`config.mk`:
```
export PLATFORM = sky130hd
export DESIGN_NAME = debouncer_top
export DESIGN_NICKNAME = d
export VERILOG_FILES = /design/src/rtl/debouncer_top.sv
export SDC_FILE = /design/constraint.sdc
export NUM_CORES = 1
export LEC_CHECK = 0
export BUFFER_PORTS_ARGS = -buffer_cell sky130_fd_sc_hd__clkbuf_2
export CORE_MARGIN = 2
export CORE_UTILIZATION = 31
export DETAILED_ROUTE_END_ITERATION = 10
export HOLD_SLACK_MARGIN = 0.02
export PLACE_DENSITY = 0.43
export SETUP_SLACK_MARGIN = 0.02
export SLEW_MARGIN = 10
export SYNTH_ARGS = -nofsm -noshare
export SYNTH_HDL_FRONTEND = slang
export SYNTH_SLANG_ARGS = --single-unit
```
`constraint.sdc`:
```
create_clock -name clk -period 3.15 [get_ports clk]
set_input_delay 0.315 -clock clk [delete_from_list [all_inputs] [get_ports clk]]
set_output_delay 0.315 -clock clk [all_outputs]
set_load 0.02 [all_outputs]
```
`src/rtl/debouncer_top.sv`:
```
`timescale 1ns/100ps
// debouncer_top: N-stage synchronizer -> stability counter -> 4-state FSM -> registered clean level.
// Build option DEBOUNCE_EDGE_PULSE_EN adds registered one-cycle rise_pulse / fall_pulse outputs.
module debouncer_top #(
  parameter int NUM_STAGES          = 2,
  parameter int COUNTER_FINAL_VALUE = 49,
  parameter int COUNTER_WIDTH       = $clog2(COUNTER_FINAL_VALUE + 1)
) (
  input  logic clk,
  input  logic rst,
  input  logic noisy_in,
  output logic debouncer_out
`ifdef DEBOUNCE_EDGE_PULSE_EN
  ,
  output logic rise_pulse,
  output logic fall_pulse
`endif
);

  localparam logic [1:0] STABLE_LOW  = 2'b00;
  localparam logic [1:0] WAIT_HIGH   = 2'b01;
  localparam logic [1:0] STABLE_HIGH = 2'b10;
  localparam logic [1:0] WAIT_LOW    = 2'b11;

  localparam logic [COUNTER_WIDTH-1:0] C_FINAL = COUNTER_WIDTH'(COUNTER_FINAL_VALUE);

  logic [NUM_STAGES-1:0]    r_sync;
  logic [1:0]               r_state;
  logic [COUNTER_WIDTH-1:0] r_count;
  logic                     r_out;

  logic                     w_sync_in;
  logic [1:0]               w_state_nxt;
  logic [COUNTER_WIDTH-1:0] w_count_nxt;
  logic                     w_out_nxt;

  assign w_sync_in = r_sync[NUM_STAGES-1];

  // NOTE: non-blocking assignments so every flop samples pre-edge values.
  always_ff @(posedge clk or posedge rst) begin
    if (rst) begin
      r_sync <= '0;
    end else begin
      r_sync <= {r_sync[NUM_STAGES-2:0], noisy_in};
    end
  end

  always_comb begin
    // NOTE: defaults first so no branch can leave a latch behind.
    w_state_nxt = r_state;
    w_count_nxt = '0;
    w_out_nxt   = r_out;
    case (r_state)
      STABLE_LOW: begin
        w_out_nxt = 1'b0;
        if (w_sync_in) w_state_nxt = WAIT_HIGH;
      end
      WAIT_HIGH: begin
        w_out_nxt = 1'b0;
        if (!w_sync_in) begin
          w_state_nxt = STABLE_LOW;
        end else if (r_count == C_FINAL) begin
          w_state_nxt = STABLE_HIGH;
          w_out_nxt   = 1'b1;
        end else begin
          w_count_nxt = r_count + 1'b1;
        end
      end
      STABLE_HIGH: begin
        w_out_nxt = 1'b1;
        if (!w_sync_in) w_state_nxt = WAIT_LOW;
      end
      WAIT_LOW: begin
        w_out_nxt = 1'b1;
        if (w_sync_in) begin
          w_state_nxt = STABLE_HIGH;
        end else if (r_count == C_FINAL) begin
          w_state_nxt = STABLE_LOW;
          w_out_nxt   = 1'b0;
        end else begin
          w_count_nxt = r_count + 1'b1;
        end
      end
      default: begin
        w_state_nxt = STABLE_LOW;
        w_out_nxt   = 1'b0;
      end
    endcase
  end

  always_ff @(posedge clk or posedge rst) begin
    if (rst) begin
      r_state <= STABLE_LOW;
      r_count <= '0;
      r_out   <= 1'b0;
    end else begin
      r_state <= w_state_nxt;
      r_count <= w_count_nxt;
      r_out   <= w_out_nxt;
    end
  end

  assign debouncer_out = r_out;

`ifdef DEBOUNCE_EDGE_PULSE_EN
  logic r_rise;
  logic r_fall;

  // Pulses land in the same cycle the registered level changes.
  always_ff @(posedge clk or posedge rst) begin
    if (rst) begin
      r_rise <= 1'b0;
      r_fall <= 1'b0;
    end else begin
      r_rise <= w_out_nxt & ~r_out;
      r_fall <= ~w_out_nxt & r_out;
    end
  end

  assign rise_pulse = r_rise;
  assign fall_pulse = r_fall;
`endif

endmodule

```
## Word-level counts from Yosys, hierarchy flattened

Index checks and enable logic that the tools add are counted.

| cells by class | value |
|---|---|
| reduce and logical (&&, ||, !) cells | 2 |
| add/sub/neg operators | 1 |
| multiplexer cells | 16 |
| eq/ne operators | 8 |

Operators with widths:

| kind | number |
|---|---|
| two-way mux 6 bit | 3 |
| two-way mux 2 bit | 6 |
| case mux 6 bit (2 select lines) | 1 |
| case mux 2 bit (4 select lines) | 1 |
| adder 6 x 1 -> 6 bit (second input constant) | 1 |
| equality test 6 bit (second input constant) | 1 |
| != test 3 bit (second input constant) | 2 |
| equality test 2 bit (second input constant) | 2 |
| two-way mux 1 bit | 4 |
| != test 2 bit (second input constant) | 2 |
| case mux 1 bit (4 select lines) | 1 |
| AND reduction 4 bit | 1 |
| equality test 2 x 1 -> 1 bit (second input constant) | 1 |
| zero test 2 bit | 1 |

| storage, ports and cells | value |
|---|---|
| output and inout bits | 1 |
| bits in registers | 11 |
| bits of input ports | 3 |
| logic and storage cells | 31 |

## Depth between registers and ports, before layout

| logic depth | value |
|---|---|
| word-level depth | 4 |
| gate-level depth with buffers | 5 |
| depth with buffers taken out | 5 |

## Worst setup path before layout

Ideal clock, no wire load.

| timing path | value |
|---|---|
| path kind | reg2reg |
| start | register r_count[1] |
| end | register with a tool-made name |
| period minus slack after synthesis | 1306 ps |
| library setup time | 125 ps |
| stages on the path, launching flop included | 6 |
| slack | 1844 ps |
| arrival time | 1181 ps |
| cells stage by stage | dfrtp_1 > inv_1 > ha_1 > nand4_1 > nor3_2 > mux2_2 |

RTL lines:

| item | RTL line | source |
|---|---|---|
| start: declaration | 29 | `logic [COUNTER_WIDTH-1:0] r_count;` |
| start signal: assignment | 98 | `r_count <= w_count_nxt;` |

## Worst setup path after layout

| timing path | value |
|---|---|
| start | register r_count[1] |
| end | register r_out (netlist: debouncer_out) |

| on the way | value |
|---|---|
| cells in the longest elaborated chain, start to end | 4 |
| elaborated cells between the ends (all ways) | 6 |
| those cells by class | 1 x eq/ne; 5 x mux |

Ends and longest elaborated chain:

| item | RTL line | source |
|---|---|---|
| equality test 6 bit * | 62, 77 |  |
| two-way mux 1 bit (on tied branches) | 77, 62 |  |
| two-way mux 1 bit (on tied branches) | 75, 60 |  |
| case mux 1 bit (4 select lines) * | 53 | `case (r_state)` |
| named net w_out_nxt | 35 | `logic w_out_nxt;` |
| end signal: assignment | 99 | `r_out <= w_out_nxt;` |
| end: declaration | 30 | `logic r_out;` |

The timed path passes the listed nets; every way through them passes the cells marked *.
A chain may end at the register's enable or synchronous reset.

==> results.yml <==
placement:
  dp_hpwl_um: 549.5
  port_buffers: 3
  dpl_cell_area_um2: 505.5
  dp.cells: 57
  gp_congestion: 0.8028
global_route:
  antenna_found_initial: 0
  grt_max_degree: 12
  grt_use_total_pct: 9.754
  grt_pass1_wl_um: 1262
  overflow: 0
  grt_pass1_vias: 290
power_and_ir_drop:
  power_density_nw_per_um2: 465.8
  ir_drop_v: 0.0001596
  p_clk_share_pct: 36.9
  p_int_uw: 196.7
  p_leak_nw: 0.2450
  total_power_uw: 247.7
  pwr-share-comb_pct: 3.7
  p_seq_share_pct: 59.4
  power.switching_uw: 51.02
  swShare_pct: 20.60
clocking:
  cts_setup_buffers: 0
  clk_latency_ps: 260
  htree_levels: 1
  root_buffer: "clkbuf_4"
  cts_tree: "done"
  numCtsBuffers: 3
  numClockSinks: 11
  clkTransAtPathRegs_ps: 60
  cts_hold_buf: 0
  clockBufferDepth: 2
  postCtsResizedCells: 0
logic_synthesis:
  synthesis.nets: 44
  ys_ff_latch: 11
  ys_warn_count: 0
  yosys.area_share.simple_pct: 14.40
  netlist_area_um2: 478.0
  yosys.cell_count.top_type: "dfrtp_1"
  async_flop_share_pct: 100.0
  yosysTopAreaCellShare_pct: 57.59
  synth_top_family_by_area: "simple AND/OR/NAND/NOR gates"
  synth_compound_area_share_pct: 7.592
  synth.area.top_cells: "dfrtp_1 (58%), xor2_1 (5.5%), ha_1 (5.2%)"
  syn_avg_cell_area_um2: 12.26
  ys_seq_area_share_pct: 57.59
  synth-xor-area-share_pct: 7.330
  synth_top_cell_by_area: "dfrtp_1"
  synth_ff_type: "dfrtp_1"
  synth_cells: 39
  synthAdderAreaFrac_pct: 5.236
  synth.area.mux_share_pct: 4.712
  synth_common_cells: "dfrtp_1 (11), nor2_1 (5), nand3_1 (3), xor2_1 (3)"
  synth-edff-count: 0
  synth_cell_types: 18
floorplan:
  core-area_um2: 1471
  fp.dieW_um: 43.27
  fp.dieArea_um2: 1872
  row_count: 14
  initial_utilization_pct: 32.48
  num_io_pins: 4
  die_y_um: 43.27
layout:
  nFillCells: 153
  synthToLayoutAreaGrowth_pct: 11.26
  antenna_cells: 0
  fin_cells: 61
  drive_gt1_share_pct: 26.67
  finish.instance_area_um2: 531.8
  final_net_count: 51
timing:
  hold_violations: 0
  fin_crit_ps: 1401
  slew_viol_final: 0
  rsz0062_at_grt: "false"
  setup_viol: 0
  fin_skew_ps: 0.2908
  period_share_pct: 44.47
  relSlewSlack_pct: 73.59
  max_freq_mhz: 713.9
  setup_tns_ps: 0
  tightest_slew_ps: 395.8
min_path:
  holdCritPathClass: "in2async"
route:
  totalWireLength_um: 714
  ant_nets: 0
  post_drt_wl_per_cell_um: 11.70
  via_per_inst: 4.852
  drt_pass1_iterations: 2
  post-route-drc-count: 0
  first_iter_violations: 2
  vias: 296
setup_path:
  critPathCaptureType: "flop"
  arrival_ps: 1540
  r2r_slack_ps: 1750
  critPathKind: "reg2reg"
  crit_required_ps: 3290
  crit_fanout: 4
  critPathLaunchType: "flop"
job:
  cap_violations: 0
run_status:
  status: "completed"
-- layout make-up --
cell class / count / area, um2 / share of cell area [%]
Clock buffer: 4 / 26.28 / 4.941
Inverter: 2 / 7.507 / 1.412
Multi-Input combinational cell: 25 / 187.7 / 35.29
Sequential cell: 11 / 275.3 / 51.76
Tap cell: 16 / 20.02 / 3.765
Timing Repair Buffer: 3 / 15.01 / 2.824
-- power groups by stage --
stage	logic (mW)	clock network (mW)	registers, mW
after floorplan	0.00694	0	0.149
after global placement	0.00947	0	0.150
after detailed placement	0.00958	0	0.150
after CTS	0.00958	0.0945	0.147
after global routing	0.0109	0.106	0.147
final	0.00919	0.0914	0.147
-- critical path: stages, from the launching register on --
cell,delay (ps)
dfrtp_1,410
inv_1,70
ha_1,150
nand4_1,110
nor3_2,180
mux2_2,370
-- cell usage in the layout (no fill, tap or decap) --
| master | count |
|---|---|
| a21oi_2 | 1 |
| clkbuf_1 | 1 |
| clkbuf_2 | 3 |
| clkbuf_4 | 3 |
| dfrtp_1 | 11 |
| ha_1 | 2 |
| inv_1 | 2 |
| mux2_2 | 2 |
| nand2_1 | 1 |
| nand3_1 | 3 |
| nand4_1 | 1 |
| nand4b_1 | 1 |
| nor2_1 | 5 |
| nor3_2 | 1 |
| o211ai_2 | 1 |
| o21ai_0 | 1 |
| o31a_2 | 1 |
| or3_1 | 1 |
| xnor2_1 | 1 |
| xor2_1 | 3 |
-- kinds of logic after synthesis --
| logic type | Yosys count |
|---|---|
| AO/OA/AOI/OAI | 4 |
| XOR/XNOR | 4 |
| adder cells (fa/ha/maj) | 2 |
| buffers and inverters | 3 |
| flip-flops | 11 |
| multiplexers | 2 |
| AND/OR/NAND/NOR | 13 |
-- final timing paths --
kind / depth (start not counted) / from / endpoint
worst max-delay path: 5 / r_count[1] / debouncer_out
worst min-delay path: 2 / rst / r_count[2]
worst max register to register: 5 / r_count[1] / debouncer_out
worst min register to register: 0 / r_sync[0] / r_sync[1]
max in group asynchronous: 2 / rst / r_count[1]
min in group clk: 1 / noisy_in / r_sync[0]
-- metrics by stage --
step	hold WS, ps	utilization (%)	setup slack, ps
after floorplan	167.4	-	1844
after global placement	296.5	34.35	1787
after detailed placement	303.3	34.35	1758
after CTS	21.25	36.14	1741
after global routing	35.47	36.14	1630
final	5.414	36.14	1749
-- routing by layer --
| layer | routed length, um | global-route usage, % |
|---|---|---|
| met1 | 327 | 11.80 |
| met2 | 342 | 13.73 |
| met3 | 33 | 3.830 |
| met4 | 10 | 7.273 |
| met5 | 0 | 0 |
-- flip-flops by register name, indices dropped and copies added (netlist names), named ones only --
register and flops:
debouncer_out 1, r_count 6, r_state 1, r_sync 2
Note: power is estimated with default switching activity, not from simulation.
